### config.mk
export PLATFORM = sky130hd
export DESIGN_NAME = data_tile_fetcher
export DESIGN_NICKNAME = d
export VERILOG_FILES = /design/src/rtl/data_tile_fetcher.sv
export SDC_FILE = /design/constraint.sdc
export NUM_CORES = 2
export LEC_CHECK = 0
export ABC_AREA = 1
export BUFFER_PORTS_ARGS = -buffer_cell sky130_fd_sc_hd__buf_4
export CAP_MARGIN = 20
export CORE_MARGIN = 8
export CORE_UTILIZATION = 50
export DETAILED_ROUTE_END_ITERATION = 12
export PLACE_DENSITY = 0.67
export SLEW_MARGIN = 20
export SYNTH_ARGS = -nofsm -noshare
export SYNTH_HDL_FRONTEND = slang
export SYNTH_SLANG_ARGS = --single-unit
### constraint.sdc
create_clock -name clk -period 14.8 [get_ports clk]
set_clock_uncertainty 0.1 [all_clocks]
set_input_delay 0.74 -clock clk [delete_from_list [all_inputs] [get_ports clk]]
set_output_delay 0.74 -clock clk [all_outputs]
set_load 0.005 [all_outputs]
### src/rtl/data_tile_fetcher.sv
// Input-side tile fetcher: computes the slice base on prepare, then streams overlapping
// 4x4 stride-2 input tiles read as pixel pairs from the input buffer.
module data_tile_fetcher #(
  parameter int DW     = 16,
  parameter int ADDR_W = 21
) (
  input  logic                clk,
  input  logic                reset,
  input  logic                cfg_wen_i,
  input  logic [8:0]          total_width_i,
  input  logic [8:0]          total_height_i,
  input  logic [3:0]          data_id_i,
  input  logic                data_prepare_i,
  input  logic                data_start_i,
  output logic                data_ready_o,
  output logic                data_complete_o,
  output logic                mem_ren_o,
  output logic [ADDR_W-1:0]   mem_addr_o,
  input  logic [2*DW-1:0]     mem_rdata_i,
  output logic [16*DW-1:0]    tile_o,
  output logic                tile_valid_o,
  output logic                tile_last_o
);

  typedef enum logic [2:0] {S_IDLE, S_PREP1, S_PREP2, S_READY, S_RUN, S_DONE} state_t;

  state_t              state_q;
  logic [8:0]          width_q, height_q;
  logic [3:0]          id_q;
  logic [16:0]         plane_q;
  logic [ADDR_W-1:0]   base_q, line_addr_q, tile_addr_q, row_addr_q, addr_q;
  logic [8:0]          tr_q, tc_q;
  logic [1:0]          r_q;
  logic                k_q;
  logic                start_prev_q, ren_q, ready_q, complete_q;
  logic                rd_vld_p1_q, rd_last_p1_q;
  logic [2:0]          rd_slot_p1_q;
  logic [2*DW-1:0]     work_q [7];
  logic [16*DW-1:0]    tile_q;
  logic                tile_valid_q, tile_last_q;

  logic [ADDR_W-1:0]   half_w, width_w;
  logic                start_edge, col_end, row_end, last_rd;

  assign half_w     = ADDR_W'(width_q[8:1]);
  assign width_w    = ADDR_W'(width_q);
  assign start_edge = data_start_i && !start_prev_q;
  assign col_end    = (tc_q == width_q - 9'd4);
  assign row_end    = (tr_q == height_q - 9'd4);
  assign last_rd    = (r_q == 2'd3) && k_q && col_end && row_end;

  always_ff @(posedge clk or posedge reset) begin
    if (reset) begin
      state_q      <= S_IDLE;
      width_q      <= '0;
      height_q     <= '0;
      id_q         <= '0;
      plane_q      <= '0;
      base_q       <= '0;
      line_addr_q  <= '0;
      tile_addr_q  <= '0;
      row_addr_q   <= '0;
      addr_q       <= '0;
      tr_q         <= '0;
      tc_q         <= '0;
      r_q          <= '0;
      k_q          <= 1'b0;
      start_prev_q <= 1'b0;
      ren_q        <= 1'b0;
      ready_q      <= 1'b0;
      complete_q   <= 1'b0;
      rd_vld_p1_q  <= 1'b0;
      rd_last_p1_q <= 1'b0;
      rd_slot_p1_q <= '0;
      tile_q       <= '0;
      tile_valid_q <= 1'b0;
      tile_last_q  <= 1'b0;
    end else begin
      start_prev_q <= data_start_i;
      tile_valid_q <= 1'b0;
      tile_last_q  <= 1'b0;

      // p1: read data returns one cycle after the read was issued
      rd_vld_p1_q  <= ren_q;
      rd_slot_p1_q <= {r_q, k_q};
      rd_last_p1_q <= ren_q && last_rd;

      // output stage: the final pair completes the tile straight from the bus
      if (rd_vld_p1_q && rd_slot_p1_q == 3'd7) begin
        tile_q       <= {mem_rdata_i, work_q[6], work_q[5], work_q[4], work_q[3],
                         work_q[2], work_q[1], work_q[0]};
        tile_valid_q <= 1'b1;
        tile_last_q  <= rd_last_p1_q;
      end

      case (state_q)
        S_IDLE, S_DONE: begin
          if (cfg_wen_i) begin
            width_q  <= total_width_i;
            height_q <= total_height_i;
          end
          if (data_prepare_i) begin
            id_q       <= data_id_i;
            complete_q <= 1'b0;
            state_q    <= S_PREP1;
          end
        end
        S_PREP1: begin
          plane_q <= 17'(height_q) * 17'(width_q[8:1]);
          state_q <= S_PREP2;
        end
        S_PREP2: begin
          base_q  <= ADDR_W'(id_q) * ADDR_W'(plane_q);
          ready_q <= 1'b1;
          state_q <= S_READY;
        end
        S_READY: begin
          if (start_edge) begin
            state_q     <= S_RUN;
            ready_q     <= 1'b0;
            ren_q       <= 1'b1;
            addr_q      <= base_q;
            line_addr_q <= base_q;
            tile_addr_q <= base_q;
            row_addr_q  <= base_q;
            tr_q        <= '0;
            tc_q        <= '0;
            r_q         <= '0;
            k_q         <= 1'b0;
          end else if (data_prepare_i) begin
            id_q    <= data_id_i;
            ready_q <= 1'b0;
            state_q <= S_PREP1;
          end
        end
        S_RUN: begin
          // address walk is incremental: pair, then row, then tile column, then tile row
          if (ren_q) begin
            if (!k_q) begin
              k_q    <= 1'b1;
              addr_q <= addr_q + ADDR_W'(1);
            end else if (r_q != 2'd3) begin
              r_q        <= r_q + 2'd1;
              k_q        <= 1'b0;
              addr_q     <= row_addr_q + half_w;
              row_addr_q <= row_addr_q + half_w;
            end else if (!col_end) begin
              tc_q        <= tc_q + 9'd2;
              r_q         <= '0;
              k_q         <= 1'b0;
              tile_addr_q <= tile_addr_q + ADDR_W'(1);
              row_addr_q  <= tile_addr_q + ADDR_W'(1);
              addr_q      <= tile_addr_q + ADDR_W'(1);
            end else if (!row_end) begin
              tr_q        <= tr_q + 9'd2;
              tc_q        <= '0;
              r_q         <= '0;
              k_q         <= 1'b0;
              line_addr_q <= line_addr_q + width_w;
              tile_addr_q <= line_addr_q + width_w;
              row_addr_q  <= line_addr_q + width_w;
              addr_q      <= line_addr_q + width_w;
            end else begin
              ren_q <= 1'b0;
            end
          end
          if (tile_valid_q && tile_last_q) begin
            state_q    <= S_DONE;
            complete_q <= 1'b1;
          end
        end
        default: state_q <= S_IDLE;
      endcase
    end
  end

  // p1 capture of the first seven pairs of the tile in progress
  always_ff @(posedge clk) begin
    if (rd_vld_p1_q && rd_slot_p1_q != 3'd7) begin
      work_q[rd_slot_p1_q] <= mem_rdata_i;
    end
  end

  assign data_ready_o    = ready_q;
  assign data_complete_o = complete_q;
  assign mem_ren_o       = ren_q;
  assign mem_addr_o      = addr_q;
  assign tile_o          = tile_q;
  assign tile_valid_o    = tile_valid_q;
  assign tile_last_o     = tile_last_q;

endmodule

==> key figures <==
Status
  • Status: completed

Worst setup path
  • Launch instance of the worst register-to-register path: width_q[5]
  • Top cell by count, worst path: fa_1
  • CP top delay family: adder cells
  • Delay of the slowest cell on the worst path: between 800 and 900 ps
  • Data required time at the worst endpoint: 15260 ps
  • Worst setup path end: plane_q[14]
  • Crit Reg-Reg Endpoint: plane_q[14]
  • Element type at the critical path end: flip-flop
  • WP buf/inv: 3
  • Launch point of the worst path: width_q[5]
  • Slowest stage cell, crit path: dfrtp_1
  • Worst path cell trace: nand2_1, fa_1, fa_1, inv_1, fa_1, inv_1, fa_1, inv_1, ha_1, a21o_1, a21oi_1, o21ai_0, a31oi_1, o21ai_0, nand2_1, nand3_1, nand2_1
  • Data arrival at the endpoint of the critical path: roughly 5500 ps
  • Worst Setup Start Kind: flip-flop
  • R2R cell count: 17
  • CP Class: reg -> reg
  • Logic depth of the worst setup path including buffers: 17
  • Worst-path maximum fanout: 15
  • Minimum setup slack among reg-to-reg paths: a little under 10000 ps

Routing
  • Per-cell routed wire length: 18.85 um
  • Via count: 24960
  • Number of detailed-route iterations in the first pass: 6
  • Count of nets left with antenna violations after detail routing: 0
  • WL met1: 38220 um
  • Via-per-instance ratio: 5.167
  • Routed wire length: 91030 um
  • Wire length on met2: 43950 um
  • Detailed-route DRC error count: 0
  • Count of routing violations after the opening detailed-route iteration: 2087
  • Top Metal Used: met4
  • Wire length on met3: 6111 um

Synthesis
  • Number of unique standard cell types used by synthesis: 44
  • Sequential element share of the synthesized area: between 50% and 60%
  • Number of nets produced by synthesis: 3833
  • Top cells by area, synth: dfrtp_1 (34%), edfxtp_1 (21%), nand2_1 (18%)
  • Flip-flop and latch count after synthesis: 657
  • Instance count of the mapped netlist: 3614
  • Number of enable-type register cells in the synthesized netlist: 224
  • Warnings from Yosys: 0
  • Cell area after technology mapping: 0.03200 mm^2
  • Commonest register cell after synthesis: dfrtp_1
  • Synthesized area per cell: 8.854 um^2
  • Proportion of synthesized flip-flops having asynchronous set or reset: 65.91%
  • Cell taking the most area after synthesis: dfrtp_1
  • Area share of the largest cell type after synthesis: 33.86%

Global routing
  • Vias in the first global route: roughly 24000
  • Overall global routing resource usage: approximately a quarter
  • Overflow after GRT: 0
  • First-pass GRT wire length: around 140000 um
  • Largest net degree at the start of global routing: approximately 200
  • Initial antenna violation count: 1

Timing
  • Final Max Tran Viols: 0
  • Normalized max-slew margin: 32.56%
  • Number of setup violations in the final report: 0
  • Final critical path time including I/O delays and setup: 5037 ps
  • Max Clock Freq: 198.5 MHz
  • Worst Tran Pin Value: 1012 ps
  • Sum of negative setup slack: 0 ps
  • Period Utilization, post-route: between 30% and 40%
  • Final Hold Viols: 0
  • Unrepaired setup endpoints after global routing: false

Floorplan
  • Placeable core region: about 0.063 mm^2
  • Total die area: just over 0.07 mm^2
  • Floorplan row count: 92
  • I/O pins: ~340
  • Initial standard-cell utilization of the core: between 50 and 60%
  • Die span in y: about 270 um
  • Die Span X: 269.0 um

Cells and area
  • Most frequent cells in the layout: nand2_1 (1525), dfrtp_1 (433), buf_4 (360)
  • Antenna diodes: 0
  • Syn-to-layout area delta: 18.24%
  • Share of the core filled with cells in the final layout: 59.87%
  • Final Net Count: 4147
  • Share of post-route cells with drive strength above 1: 13.58%
  • Most common cell after layout, fill and taps aside: nand2_1
  • Cell area after layout: approximately 0.038 mm^2

Place
  • Detail Placement HPWL: 63870 um
  • Input/output buffers: 340
  • Cell area after placement: around 0.035 mm^2
  • Final Wtd Congestion: slightly above 0.9

Min path
  • Number of cells traversed by the worst hold path: 1
  • Worst hold-check path type: in -> reg

CTS
  • Clock transition at the register clock pins on the worst setup and hold paths after CTS: 60 ps
  • Deepest level of the CTS H-tree: 3
  • Skew-Pair Late Insertion Delay: 620 ps
  • Number of buffers added by the clock tree synthesis step: 71
  • Root buffer cell: clkbuf_16
  • Hold buffer count at cts: 0
  • Clock sink count: 657
  • CTS max path bufs: 3
  • Clock tree from TritonCTS: done
  • Resize count post-CTS: 0
  • Post-CTS repair timing setup buffer count: 0

Run
  • Total of max-cap violations: 0
worst register-to-register path, stage by stage (launching register included):
cell     delay [ps]
dfrtp_1         810
nand2_1         180
fa_1            520
fa_1            490
inv_1            60
fa_1            580
inv_1            70
fa_1            530
inv_1            50
ha_1            340
a21o_1          190
a21oi_1         210
o21ai_0         170
a31oi_1         310
o21ai_0         130
nand2_1          70
nand3_1          70
nand2_1          90
kinds of logic (layout without fill, tap and decap cells):
logic type	count (synthesis)	count (layout)	synth area share, %
adders and majority gates	160	160	7.993
AOI/OAI and AO/OA	266	266	4.450
xor gates and xnor gates	60	60	1.642
muxes	9	9	0.3167
buffers and inverters	480	850	5.834
and+or+nand+nor	1982	1982	24.88
DFF	657	657	54.89
worst min path at each step:
stage	slack (ps)	end	from
after CTS	130	start_prev_q	data_start_i
after floorplan	280	rd_slot_p1_q[2]	r_q[1]
after global placement	330	tile_o[28]	work_q[0][28]
after detailed placement	330	tile_o[64]	work_q[2][0]
final	150	start_prev_q	data_start_i
after global routing	130	start_prev_q	data_start_i
routing by layer:
layer	up-vias	GRT usage, %
met3	152	4.249
li1	12080	-
met1	11940	33.13
met2	788	41.53
met4	0	7.942
met5	-	0
synth_stat cells, drive strengths merged, types with 4 or more instances:
cell / instances
xor2: 35
a31oi: 24
mux2: 9
nand2: 1529
o21ai: 135
inv: 353
buf: 35
or2: 19
xnor2: 25
o21bai: 5
nor4: 4
dfrtp: 433
nand3: 183
o21a: 4
nand4: 31
clkbuf: 88
a21o: 4
clkinv: 4
a21oi: 84
nor2: 178
nor3: 22
edfxtp: 224
ha: 86
fa: 74
nand3b: 11
metrics by stage:
| stage | worst slack (ps) | hold slack [ps] | instances |
|---|---|---|---|
| after floorplan | 1900 | 277.8 | 3614 |
| after global placement | 9799 | 327.6 | 4698 |
| after detailed placement | 9788 | 331.0 | 4698 |
| after CTS | 9778 | 128.9 | 4827 |
| after global routing | 9428 | 134.0 | 4830 |
| final | 9763 | 154.0 | 4830 |
cell type report:
cell class | instances | area [um^2]
clock inverter | 33 | 427.9
timing repair buffer | 364 | 2798
tap | 846 | 1059
fill | 5609 | 25360
sequential | 657 | 17560
multi-input combinational | 2477 | 12630
inverter | 357 | 1356
clock buffer | 96 | 2002
registers in the layout, indices dropped and copies added (netlist names), 4 cells and up:
name and flops:
base_q 21, height_q 9, id_q 4, line_addr_q 21, mem_addr_o 21, plane_q 17
row_addr_q 21, tc_q 8, tile_addr_q 21, tile_o 256, tr_q 8, width_q 9
work_q 224
Power is left out: the tool's default activity adds up to more than one toggle a clock period on the data nets, which glitch-free logic cannot reach.
